<file path="src/rtl/jtag_tap_ctrl.sv">
// JTAG instruction/data-register controller with a valid/ready debug-request bridge.
// Optional USERCODE data register enabled by defining JTAG_TAP_CTRL_USERCODE_EN.
module jtag_tap_ctrl #(
    parameter int                  IR_WIDTH   = 5,
    parameter logic [31:0]         IDCODE_VAL = 32'h1DC0_0001,
    parameter logic [IR_WIDTH-1:0] OPC_IDCODE = 5'h01,
    parameter logic [IR_WIDTH-1:0] OPC_DBG    = 5'h11,
    parameter int                  DBG_ADDR_W = 6
`ifdef JTAG_TAP_CTRL_USERCODE_EN
    ,
    parameter logic [IR_WIDTH-1:0] OPC_USERCODE = 5'h08,
    parameter logic [31:0]         USERCODE_VAL = 32'h0000_0000
`endif
) (
    input  logic                  tck,
    input  logic                  trst_n,
    input  logic                  tlr,
    input  logic                  capture_ir,
    input  logic                  shift_ir,
    input  logic                  update_ir,
    input  logic                  capture_dr,
    input  logic                  shift_dr,
    input  logic                  update_dr,
    input  logic                  tdi,
    output logic                  tdo,
    output logic                  tdo_en,
    output logic [IR_WIDTH-1:0]   ir_out,
    output logic                  dbg_req_valid,
    input  logic                  dbg_req_ready,
    output logic [1:0]            dbg_req_op,
    output logic [DBG_ADDR_W-1:0] dbg_req_addr,
    output logic [31:0]           dbg_req_data,
    input  logic                  dbg_rsp_valid,
    input  logic [31:0]           dbg_rsp_data
);

    localparam int DW = 2 + DBG_ADDR_W + 32;

    typedef enum logic [1:0] {SEL_BYPASS, SEL_IDCODE, SEL_DBG, SEL_USERCODE} dr_sel_e;
    typedef enum logic [1:0] {OP_NOP = 2'b00, OP_READ = 2'b01, OP_WRITE = 2'b10, OP_CLR = 2'b11} dbg_op_e;

    logic [IR_WIDTH-1:0]   ir_q, ir_d, ir_sh_q, ir_sh_d;
    logic                  bypass_q, bypass_d;
    logic [31:0]           idcode_sh_q, idcode_sh_d;
    logic [DW-1:0]         dbg_sh_q, dbg_sh_d;
    logic                  busy_q, busy_d, overrun_q, overrun_d;
    logic [31:0]           rsp_q, rsp_d;
    logic                  req_valid_q, req_valid_d;
    logic [1:0]            req_op_q, req_op_d;
    logic [DBG_ADDR_W-1:0] req_addr_q, req_addr_d;
    logic [31:0]           req_data_q, req_data_d;
`ifdef JTAG_TAP_CTRL_USERCODE_EN
    logic [31:0]           user_sh_q, user_sh_d;
`endif

    dr_sel_e dr_sel;
    dbg_op_e upd_op;
    logic    dbg_update;
    logic    busy_after_rsp;

    always_comb begin
        dr_sel = SEL_BYPASS;
        if (ir_q == OPC_IDCODE)   dr_sel = SEL_IDCODE;
        else if (ir_q == OPC_DBG) dr_sel = SEL_DBG;
`ifdef JTAG_TAP_CTRL_USERCODE_EN
        else if (ir_q == OPC_USERCODE) dr_sel = SEL_USERCODE;
`endif
    end

    assign upd_op     = dbg_op_e'(dbg_sh_q[1:0]);
    assign dbg_update = update_dr && (dr_sel == SEL_DBG);
    // A response arriving with an update frees the slot before the new request is judged.
    assign busy_after_rsp = busy_q && !dbg_rsp_valid;

    always_comb begin
        // NOTE: every next-state signal defaults to its current value so no path can infer a latch.
        ir_d        = ir_q;
        ir_sh_d     = ir_sh_q;
        bypass_d    = bypass_q;
        idcode_sh_d = idcode_sh_q;
        dbg_sh_d    = dbg_sh_q;
        busy_d      = busy_q;
        overrun_d   = overrun_q;
        rsp_d       = rsp_q;
        req_valid_d = req_valid_q;
        req_op_d    = req_op_q;
        req_addr_d  = req_addr_q;
        req_data_d  = req_data_q;
`ifdef JTAG_TAP_CTRL_USERCODE_EN
        user_sh_d   = user_sh_q;
`endif

        if (tlr)            ir_d = OPC_IDCODE;
        else if (update_ir) ir_d = ir_sh_q;

        if (capture_ir)    ir_sh_d = IR_WIDTH'(2'b01);
        else if (shift_ir) ir_sh_d = {tdi, ir_sh_q[IR_WIDTH-1:1]};

        if (capture_dr) begin
            case (dr_sel)
                SEL_IDCODE: idcode_sh_d = IDCODE_VAL;
                SEL_DBG:    dbg_sh_d    = {rsp_q, {DBG_ADDR_W{1'b0}}, overrun_q, busy_q};
`ifdef JTAG_TAP_CTRL_USERCODE_EN
                SEL_USERCODE: user_sh_d = USERCODE_VAL;
`endif
                default:    bypass_d    = 1'b0;
            endcase
        end else if (shift_dr) begin
            case (dr_sel)
                SEL_IDCODE: idcode_sh_d = {tdi, idcode_sh_q[31:1]};
                SEL_DBG:    dbg_sh_d    = {tdi, dbg_sh_q[DW-1:1]};
`ifdef JTAG_TAP_CTRL_USERCODE_EN
                SEL_USERCODE: user_sh_d = {tdi, user_sh_q[31:1]};
`endif
                default:    bypass_d    = tdi;
            endcase
        end

        if (req_valid_q && dbg_req_ready) req_valid_d = 1'b0;

        if (dbg_rsp_valid && busy_q) begin
            rsp_d  = dbg_rsp_data;
            busy_d = 1'b0;
        end

        if (dbg_update) begin
            case (upd_op)
                OP_READ, OP_WRITE: begin
                    if (!busy_after_rsp) begin
                        req_op_d    = dbg_sh_q[1:0];
                        req_addr_d  = dbg_sh_q[2 +: DBG_ADDR_W];
                        req_data_d  = dbg_sh_q[DW-1 -: 32];
                        req_valid_d = 1'b1;
                        busy_d      = 1'b1;
                    end else begin
                        overrun_d = 1'b1;
                    end
                end
                OP_CLR:  overrun_d = 1'b0;
                default: ;
            endcase
        end
    end

    always_ff @(posedge tck) begin
        if (!trst_n) begin
            ir_q        <= OPC_IDCODE;
            ir_sh_q     <= '0;
            bypass_q    <= 1'b0;
            idcode_sh_q <= '0;
            dbg_sh_q    <= '0;
            busy_q      <= 1'b0;
            overrun_q   <= 1'b0;
            rsp_q       <= '0;
            req_valid_q <= 1'b0;
            req_op_q    <= '0;
            req_addr_q  <= '0;
            req_data_q  <= '0;
`ifdef JTAG_TAP_CTRL_USERCODE_EN
            user_sh_q   <= '0;
`endif
        end else begin
            // NOTE: non-blocking assignments keep every register updating from pre-edge values.
            ir_q        <= ir_d;
            ir_sh_q     <= ir_sh_d;
            bypass_q    <= bypass_d;
            idcode_sh_q <= idcode_sh_d;
            dbg_sh_q    <= dbg_sh_d;
            busy_q      <= busy_d;
            overrun_q   <= overrun_d;
            rsp_q       <= rsp_d;
            req_valid_q <= req_valid_d;
            req_op_q    <= req_op_d;
            req_addr_q  <= req_addr_d;
            req_data_q  <= req_data_d;
`ifdef JTAG_TAP_CTRL_USERCODE_EN
            user_sh_q   <= user_sh_d;
`endif
        end
    end

    always_comb begin
        tdo = 1'b0;
        if (shift_ir) begin
            tdo = ir_sh_q[0];
        end else if (shift_dr) begin
            case (dr_sel)
                SEL_IDCODE: tdo = idcode_sh_q[0];
                SEL_DBG:    tdo = dbg_sh_q[0];
`ifdef JTAG_TAP_CTRL_USERCODE_EN
                SEL_USERCODE: tdo = user_sh_q[0];
`endif
                default:    tdo = bypass_q;
            endcase
        end
    end

    assign tdo_en        = shift_ir | shift_dr;
    assign ir_out        = ir_q;
    assign dbg_req_valid = req_valid_q;
    assign dbg_req_op    = req_op_q;
    assign dbg_req_addr  = req_addr_q;
    assign dbg_req_data  = req_data_q;

endmodule

</file>
<file path="config.mk">
export PLATFORM = sky130hd
export DESIGN_NAME = jtag_tap_ctrl
export DESIGN_NICKNAME = d
export VERILOG_FILES = /design/src/rtl/jtag_tap_ctrl.sv
export SDC_FILE = /design/constraint.sdc
export NUM_CORES = 1
export LEC_CHECK = 0
export CORE_ASPECT_RATIO = 1.25
export CORE_UTILIZATION = 35
export DETAILED_ROUTE_END_ITERATION = 16
export PLACE_DENSITY = 0.66
export SLEW_MARGIN = 5
export SYNTH_ARGS = -nofsm -noshare
export SYNTH_HDL_FRONTEND = slang
export SYNTH_SLANG_ARGS = --single-unit
</file>
<file path="constraint.sdc">
create_clock -name tck -period 4.4 [get_ports tck]
set_input_delay 0.88 -clock tck [delete_from_list [all_inputs] [get_ports tck]]
set_output_delay 0.88 -clock tck [all_outputs]
set_load 0.1 [all_outputs]
</file>
==> results of run 1 <==
## cells in the final DEF, fill, tap and decap left out, types with 2 or more instances in the layout
master	n
clkinvlp_4	3
nand2b_1	2
nand2_1	182
nand3_1	3
dfxtp_1	158
nor2b_1	4
clkinv_4	2
o21ai_0	28
o221a_1	7
nor2_1	11
buf_4	12
clkbuf_1	3
nand3b_1	7
a21oi_1	59
clkdlybuf4s50_1	87
nand4b_1	24
bufinv_16	3
clkbuf_16	17
and2_1	3
clkinv_2	2
inv_1	2
mux2_2	33
mux2i_1	89
## cells in the mapped netlist (2+ instances only)
cell type | number | share of area (%)
mux2_2 | 33 | 5.8
mux2i_1 | 89 | 14
inv_1 | 2 | 0.12
buf_4 | 4 | 0.47
a21oi_1 | 59 | 4.6
nand3b_1 | 7 | 0.82
buf_2 | 5 | 0.39
nand3_1 | 3 | 0.23
nand2_1 | 182 | 11
clkbuf_1 | 41 | 2.4
nor2_1 | 11 | 0.65
dfxtp_1 | 158 | 49
nand2b_1 | 2 | 0.20
nor2b_1 | 4 | 0.39
o221a_1 | 7 | 1.2
and2_1 | 3 | 0.29
o21ai_0 | 28 | 2.2
buf_1 | 8 | 0.47
nand4b_1 | 24 | 3.3
## cell type report
type | count | area, um^2
inverters | 3 | 11.3
clock inverters | 10 | 140
repair buffers | 100 | 966
clock buffers | 21 | 450
flip-flops and latches | 158 | 3160
multi-input cells | 467 | 2990
well taps | 224 | 280
fillers | 1740 | 9700
## final timing paths
check,slack [ns],depth (start not counted),end,start
max,1.31,3,tdo,shift_ir
min,0.45,2,rsp_q[31],rsp_q[31]
max reg2reg,2.26,4,dbg_req_data[10],ir_out[1]
min reg2reg,0.45,2,rsp_q[31],rsp_q[31]
## flip-flops by register name, indices dropped and copies added (netlist names), 2 cells and up
register and cells:
dbg_sh_q 40, dbg_req_data 32, idcode_sh_q 32, rsp_q 32
dbg_req_addr 6, ir_out 5, ir_sh_q 5, dbg_req_op 2
## cells by family after synthesis
group | count (synthesis)
adder cells (fa/ha/maj) | 1
buffers and inverters | 62
AND/OR/NAND/NOR | 242
flip-flops | 158
AO/OA/AOI/OAI | 102
multiplexers | 122
## tightest hold or removal path: stages (launching register included)
cell and delay, ns:
dfxtp_1 0.30, nand2_1 0.05, a21oi_1 0.05
## per-stage QoR
stage                     cell area, um^2  setup slack (ns)
after global routing                 8000              1.22
after detailed placement             7410              1.31
after global placement               7410              1.28
after CTS                            8000              1.30
after floorplan                      6400            0.0794
final                                8000              1.31
## power breakdown
group / total (mW) / switching [mW] / internal [mW]
combinational: 0.149 / 0.0871 / 0.0623
sequential: 1.45 / 0.00540 / 1.44
clock: 1.48 / 0.576 / 0.904
## metal layers
layer,up-vias,part of all wire [%]
met2,97,47
met5,-,0
met1,2293,48
li1,2473,-
met3,9,4.0
met4,0,1.1
==> impl_metrics.env, run 1 <==
export IMPL_cp_data_required_time_ns=3.52
export IMPL_grt_busiest_layer="met2"
export IMPL_yosys_area_share_simple_pct=17.4
export IMPL_floorplan_initialDensity_pct=36.1
export IMPL_n_antenna_cell=0
export IMPL_grt_usage_pct=16.3
export IMPL_core_rowCount=54
export IMPL_final_setup_tns_ns=0
export IMPL_port_buffers=91
export IMPL_overflow=0
export IMPL_p_per_area_mw_per_mm2=384
export IMPL_met2_usage_pct=26.0
export IMPL_synth_main_ff_cell="dfxtp_1"
export IMPL_drt_first_pass_iters=4
export IMPL_die_h_um=153
export IMPL_place_inst=952
export IMPL_nets=792
export IMPL_end_kind="output port"
export IMPL_holdWs_ns=0.453
export IMPL_core_area_mm2=0.0177
export IMPL_synth_area_mm2=0.00639
export IMPL_io_pins=92
export IMPL_skew_ns=0.0102
export IMPL_chipWidth_um=123
export IMPL_syn_avg_cell_area_um2=9.31
export IMPL_max_slew_margin_pct=23.9
export IMPL_clk_latency_ns=0.42
export IMPL_synth_compound_area_share_pct=9.12
export IMPL_cts_sinks=158
export IMPL_yosysSeqAreaShare_pct=49.5
export IMPL_path_clk_slew_ns=0.06
export IMPL_ant_nets=0
export IMPL_synthAdderAreaFrac_pct=0.196
export IMPL_path_buf_inv=2
export IMPL_drt_iter0_drc=245
export IMPL_clk_path_buf_depth=2
export IMPL_max_stage_delay_ns=0.59
export IMPL_ctsResizeCount=0
export IMPL_cp_start_kind="primary input"
export IMPL_yosys_register_bits=158
export IMPL_met3_usage_pct=3.96
export IMPL_layout_cells_non_filler=983
export IMPL_drt_total_wl_um=14400
export IMPL_path_cells="clkdlybuf4s50_1 -> o41ai_2 -> buf_4"
export IMPL_antenna_found_initial=0
export IMPL_path_max_fanout=8
export IMPL_grt_util_met1_pct=21.3
export IMPL_hpwl_um=8610
export IMPL_synthArstFlopShare_pct=0
export IMPL_fin_crit_ns=3.09
export IMPL_yosys_warnings=0
export IMPL_crit_slowest_cell="clkdlybuf4s50_1"
export IMPL_synth_xor_area_share_pct=0
export IMPL_crit_family="buffers and inverters"
export IMPL_period_share_pct=70.3
export IMPL_postCtsSetupRepairBufs=0
export IMPL_area_growth_pct=25.1
export IMPL_synthCells=687
export IMPL_ir_drop_mv=0.241
export IMPL_num_vias=4872
export IMPL_synth_edf_count=0
export IMPL_synth_top_family_by_area="multiplexers"
export IMPL_dieArea_mm2=0.0188
export IMPL_fmax_ghz=0.323
export IMPL_drive_gt1_share_pct=10.9
export IMPL_synthesis_nets=732
export IMPL_cts_tree="done"
export IMPL_drc=0
export IMPL_via_per_inst=4.96
export IMPL_maxCapViolations=0
export IMPL_rsz0062_at_grt="false"
export IMPL_grt_pass1_wl_um=24000
export IMPL_cts_hold_buf=0
export IMPL_total_power_mw=3.07
export IMPL_gp_congestion=0.757
export IMPL_post_route_util_pct=45.2
export IMPL_worstPathArrival_ns=2.21
export IMPL_clock_tree_root_cell="clkbuf_16"
export IMPL_hold_path_class="reg -> reg"
export IMPL_cts_made_buffers=17
export IMPL_tightest_slew_ns=1.14
export IMPL_finalHoldViolCount=0
export IMPL_status="complete, no violations"
export IMPL_grt_pass1_vias=4775
export IMPL_slew_viol_final=0
export IMPL_p_leak_nw=2.95
export IMPL_wl_per_cell_um=14.7
export IMPL_worstSetupPathType="in -> out"
export IMPL_htree_num_levels=4
export IMPL_setup_violations=0
export IMPL_grt_max_degree=82
export IMPL_synth_mux_area_share_pct=19.7
export IMPL_ys_types=36
No activity file was read; power rests on OpenSTA's default activity.
==> run 2: changes to the inputs <==
==> constraint.sdc (replaced) <==
create_clock -name tck -period 3.1 [get_ports tck]
set_input_delay 0.62 -clock tck [delete_from_list [all_inputs] [get_ports tck]]
set_output_delay 0.62 -clock tck [all_outputs]
set_load 0.1 [all_outputs]
==> impl_metrics.env, run 2 (synthesized netlist as in run 1, its figures left out) <==
export IMPL_cts_made_buffers=17
export IMPL_overflow=0
export IMPL_drt_total_wl_um=14400
export IMPL_tightest_slew_ns=0.655
export IMPL_p_sw_share_pct=22.5
export IMPL_hpwl_um=9010
export IMPL_rr_worst_depth=5
export IMPL_cts_hold_buf=0
export IMPL_max_slew_margin_pct=56.4
export IMPL_layout_common_cells="182 x nand2_1, 154 x dfxtp_1, 89 x mux2i_1, 59 x a21oi_1, 54 x buf_4"
export IMPL_hold_end="rsp_q[29]"
export IMPL_r2r_start="ir_out[1]"
export IMPL_slew_viol_final=0
export IMPL_chipWidth_um=123
export IMPL_worstPathArrival_ns=1.99
export IMPL_core_rowCount=54
export IMPL_n_antenna_cell=0
export IMPL_worstSetupPathType="reg -> out"
export IMPL_postCtsSetupRepairBufs=0
export IMPL_finalInstanceArea_mm2=0.00801
export IMPL_top_register="dbg_sh_q"
export IMPL_grt_usage_pct=16.0
export IMPL_finalHoldViolCount=0
export IMPL_setup_violations=0
export IMPL_largest_reg_flops=40
export IMPL_gp_congestion=0.730
export IMPL_path_clk_slew_ns=0.06
export IMPL_rsz0062_at_grt="false"
export IMPL_final_setup_tns_ns=0
export IMPL_grt_max_degree=70
export IMPL_p_clk_share_pct=47.4
export IMPL_drt_first_pass_iters=4
export IMPL_skew_ns=0.00950
export IMPL_hp_start="rsp_q[29]"
export IMPL_core_area_mm2=0.0177
export IMPL_wl_per_cell_um=14.6
export IMPL_status="complete, no violations"
export IMPL_end_kind="output port"
export IMPL_clock_tree_root_cell="clkbuf_16"
export IMPL_cp_data_required_time_ns=2.48
export IMPL_ant_nets=0
export IMPL_period_share_pct=84.3
export IMPL_p_int_mw=3.35
export IMPL_drt_iter0_drc=250
export IMPL_p_leak_nw=3.09
export IMPL_clk_latency_ns=0.42
export IMPL_drc=0
export IMPL_grt_pass1_vias=4753
export IMPL_path_max_fanout=4
export IMPL_drive_gt1_share_pct=18.2
export IMPL_layout_commonest_cell="nand2_1"
export IMPL_r2r_end="dbg_req_data[26]"
export IMPL_nets=795
export IMPL_ctsResizeCount=0
export IMPL_area_growth_pct=25.2
export IMPL_ir_drop_mv=0.386
export IMPL_post_dp_cell_area_mm2=0.00742
export IMPL_cts_sinks=158
export IMPL_die_h_um=153
export IMPL_fmax_ghz=0.383
export IMPL_min_path_cells=2
export IMPL_grt_pass1_wl_um=23700
export IMPL_hold_path_class="reg -> reg"
export IMPL_fin_crit_ns=2.61
export IMPL_p_per_area_mw_per_mm2=540
export IMPL_cp_start_kind="flop"
export IMPL_floorplan_initialDensity_pct=36.1
export IMPL_maxCapViolations=0
export IMPL_r2r_slack_ns=0.85
export IMPL_antenna_found_initial=0
export IMPL_io_pins=92
export IMPL_seqPwrFrac_pct=47.4
export IMPL_htree_num_levels=4
export IMPL_switchingPower_mw=0.972
export IMPL_via_per_inst=4.95
export IMPL_clk_path_buf_depth=2
export IMPL_holdWs_ns=0.454
export IMPL_p_comb_share_pct=5.2
export IMPL_dieArea_mm2=0.0188
export IMPL_num_vias=4888
export IMPL_post_route_util_pct=45.2
export IMPL_cts_tree="done"
export IMPL_port_buffers=91
## run 2: worst max path at each step
stage                     startpoint  end  cells after the start
after floorplan            ir_out[1]  tdo                      4
after global placement      shift_ir  tdo                      3
after detailed placement    shift_ir  tdo                      3
after CTS                  ir_out[1]  tdo                      4
after global routing       ir_out[1]  tdo                      4
final                      ir_out[1]  tdo                      4
## run 2: through the flow
stage / setup WS (ns) / instances / total power, mW
after floorplan: 0.0309 / 687 / 2.23
after CTS: 0.445 / 987 / 4.37
after global placement: 0.531 / 955 / 2.32
after global routing: 0.404 / 987 / 4.48
after detailed placement: 0.524 / 955 / 2.32
final: 0.487 / 987 / 4.32
## run 2: metal layers
layer  part of all wire [%]  track usage (%)  up-vias
met5                      0                0        -
met4                    1.2             4.88        0
met3                    3.2             3.58       12
met2                     49             26.8       83
met1                     46             20.1     2316
li1                       -                -     2477
## run 2: power by group through the flow
stage | combinational (mW) | sequential, mW | clock, mW
2_1_floorplan | 0.127 | 2.10 | 0
5_1_grt | 0.240 | 2.05 | 2.19
6_report | 0.225 | 2.05 | 2.05
3_5_place_dp | 0.226 | 2.10 | 0
3_3_place_gp | 0.225 | 2.10 | 0
4_1_cts | 0.226 | 2.05 | 2.09
## run 2: cell type report
| class | instances | area, um^2 |
|---|---|---|
| Sequential cell | 158 | 3170 |
| Fill cell | 1746 | 9700 |
| Timing Repair Buffer | 103 | 961 |
| Tap cell | 224 | 280 |
| Clock inverter | 13 | 139 |
| Clock buffer | 19 | 443 |
| Inverter | 3 | 11.3 |
| Multi-Input combinational cell | 467 | 3000 |
## run 2: critical path: stages (launching register included)
cell,delay (ns)
dfxtp_2,0.34
or4b_4,0.56
a211oi_1,0.39
o41ai_4,0.11
buf_12,0.19
==> run 3: changes to the inputs <==
--- a/config.mk
+++ b/config.mk
@@ -8,7 +8,7 @@
 export CORE_ASPECT_RATIO = 1.25
 export CORE_UTILIZATION = 35
 export DETAILED_ROUTE_END_ITERATION = 16
-export PLACE_DENSITY = 0.66
+export PLACE_DENSITY = 0.68
 export SLEW_MARGIN = 5
 export SYNTH_ARGS = -nofsm -noshare
 export SYNTH_HDL_FRONTEND = slang
==> constraint.sdc (replaced) <==
create_clock -name tck -period 2.24 [get_ports tck]
set_input_delay 0.448 -clock tck [delete_from_list [all_inputs] [get_ports tck]]
set_output_delay 0.448 -clock tck [all_outputs]
set_load 0.1 [all_outputs]
==> impl_metrics.env, run 3 (synthesized netlist as in run 1, its figures left out) <==
export IMPL_status="finished, violations left"
export IMPL_violations="setup timing"
export IMPL_r2r_start="ir_out[3]"
export IMPL_cp_start_kind="flop"
export IMPL_num_vias=4905
export IMPL_ir_drop_mv=0.522
export IMPL_fin_ws_ns=-0.0435
export IMPL_multiInputGateArea_mm2=0.00303
export IMPL_top_register="dbg_sh_q"
export IMPL_core_area_mm2=0.0177
export IMPL_htree_num_levels=4
export IMPL_p_int_mw=4.75
export IMPL_regArea_mm2=0.00318
export IMPL_hold_path_class="reg -> reg"
export IMPL_worstSetupPathType="reg -> out"
export IMPL_finalHoldViolCount=0
export IMPL_via_per_inst=4.92
export IMPL_overflow=0
export IMPL_min_path_cells=2
export IMPL_r2r_slack_ns=0.19
export IMPL_maxCapViolations=0
export IMPL_p_comb_share_pct=5.4
export IMPL_area_growth_pct=27.3
export IMPL_end_kind="output port"
export IMPL_largest_reg_flops=40
export IMPL_fin_crit_ns=2.28
export IMPL_cp_data_required_time_ns=1.79
export IMPL_place_inst=962
export IMPL_period_share_pct=102
export IMPL_switchingPower_mw=1.37
export IMPL_drt_first_pass_iters=6
export IMPL_post_route_util_pct=46.0
export IMPL_p_leak_nw=3.17
export IMPL_max_stage_delay_ns=0.56
export IMPL_tightest_slew_ns=0.513
export IMPL_cts_sinks=158
export IMPL_drt_iter0_drc=224
export IMPL_cts_tree="done"
export IMPL_p_per_area_mw_per_mm2=751
export IMPL_r2r_end="dbg_req_data[18]"
export IMPL_dieArea_mm2=0.0188
export IMPL_max_slew_margin_pct=65.8
export IMPL_clock_tree_root_cell="clkbuf_16"
export IMPL_nFillCells=1685
export IMPL_seqPwrFrac_pct=46.4
export IMPL_clk_latency_ns=0.42
export IMPL_grt_usage_pct=15.9
export IMPL_slew_viol_final=0
export IMPL_rsz0062_at_grt="true"
export IMPL_floorplan_initialDensity_pct=36.1
export IMPL_path_max_fanout=4
export IMPL_die_h_um=153
export IMPL_n_antenna_cell=0
export IMPL_hold_end="rsp_q[18]"
export IMPL_layout_commonest_cell="nand2_1"
export IMPL_gp_congestion=0.734
export IMPL_io_pins=92
export IMPL_grt_max_degree=60
export IMPL_port_buffers=91
export IMPL_grt_pass1_wl_um=23500
export IMPL_worstPathArrival_ns=1.84
export IMPL_wl_per_cell_um=14.6
export IMPL_crit_family="simple AND/OR/NAND/NOR gates"
export IMPL_hp_start="rsp_q[18]"
export IMPL_grt_pass1_vias=4750
export IMPL_drive_gt1_share_pct=19.7
export IMPL_path_clk_slew_ns=0.06
export IMPL_skew_ns=0.00824
export IMPL_ant_nets=0
export IMPL_nets=804
export IMPL_clk_path_buf_depth=2
export IMPL_p_clk_share_pct=48.2
export IMPL_fmax_ghz=0.438
export IMPL_path_buf_inv=1
export IMPL_crit_slowest_cell="or4b_4"
export IMPL_chipWidth_um=123
export IMPL_layout_common_cells="182 x nand2_1, 153 x dfxtp_1, 89 x mux2i_1, 63 x buf_4, 59 x a21oi_1"
export IMPL_path_cells="or4b_4 -> a211oi_4 -> o41ai_4 -> buf_12"
export IMPL_p_sw_share_pct=22.4
export IMPL_drc=0
export IMPL_core_rowCount=54
export IMPL_layout_cells_non_filler=996
export IMPL_hpwl_um=9050
export IMPL_drt_total_wl_um=14500
export IMPL_setup_violations=1
export IMPL_rr_worst_depth=5
export IMPL_antenna_found_initial=0
export IMPL_cts_made_buffers=17
## run 3: cell count changes in the layout (fill, tap and decap cells not counted), moves of 2 or more
| cell | before | now |
|---|---|---|
| buf_4 | 54 | 63 |
| clkbuf_8 | 1 | 4 |
| clkinv_2 | 4 | 2 |
| dfxtp_2 | 3 | 1 |
| dfxtp_4 | 1 | 4 |
## run 3: area by class of cell
type / count / share of cell area [%]
flip-flops and latches: 158 / 39.1
multi-input cells: 467 / 37.2
repair buffers: 112 / 12.6
clock buffers: 21 / 5.90
well taps: 224 / 3.44
clock inverters: 11 / 1.60
inverters: 3 / 0.138
## run 3: per-layer routing
metal  global-route usage [%]  share of wire [%]  vias to the layer above
li1                         -                  -                     2485
met1                     20.1                 47                     2306
met2                     25.9                 48                       98
met3                     4.22                4.1                       16
met4                     5.40                1.2                        0
met5                        0                  0                        -
## run 3: tightest hold or removal path, delay by kind of cell (launching register included)
kind | cells | cell delay (ns)
flops | 1 | 0.31
compound gates | 1 | 0.05
simple gates | 1 | 0.05
## run 3: stage by stage
step / hold slack (ns) / instance area [um^2] / setup WS (ns) / TNS [ns] / total power, mW
after floorplan: 0.432 / 6460 / -0.400 / -0.400 / 3.08
after global placement: 0.441 / 7500 / 0.172 / 0 / 3.22
after detailed placement: 0.447 / 7500 / 0.136 / 0 / 3.22
after CTS: 0.451 / 8140 / -0.0698 / -0.0698 / 6.19
after global routing: 0.474 / 8140 / -0.0971 / -0.0971 / 6.33
final: 0.453 / 8140 / -0.0435 / -0.0435 / 6.12
## run 3: how the worst max path moves through the flow
stage	from	to	slack (ns)	depth (start not counted)
floorplan	ir_out[0]	tdo	-0.40	4
global placement	dbg_rsp_valid	dbg_req_data[20]	0.17	5
detailed placement	dbg_rsp_valid	dbg_req_data[27]	0.14	5
CTS	ir_out[3]	tdo	-0.07	4
global route	ir_out[3]	tdo	-0.1	4
finish	ir_out[3]	tdo	-0.04	4
## run 3: repair_timing
| action | in CTS | in global routing |
|---|---|---|
| endpoints found under the hold margin | 0 | 0 |
| resized for setup | 2 | 0 |
| endpoints found under the setup margin | 1 | 1 |
| hold buffers | 0 | 0 |
| pin swaps | 3 | 0 |
| buffers inserted | 2 | 0 |
## run 3: power groups by stage
stage          Combinational [mW]  Sequential, mW  Clock [mW]
2_1_floorplan               0.179            2.90           0
3_3_place_gp                0.325            2.90           0
3_5_place_dp                0.325            2.90           0
4_1_cts                     0.332            2.83        3.03
5_1_grt                     0.353            2.83        3.14
6_report                    0.331            2.83        2.95
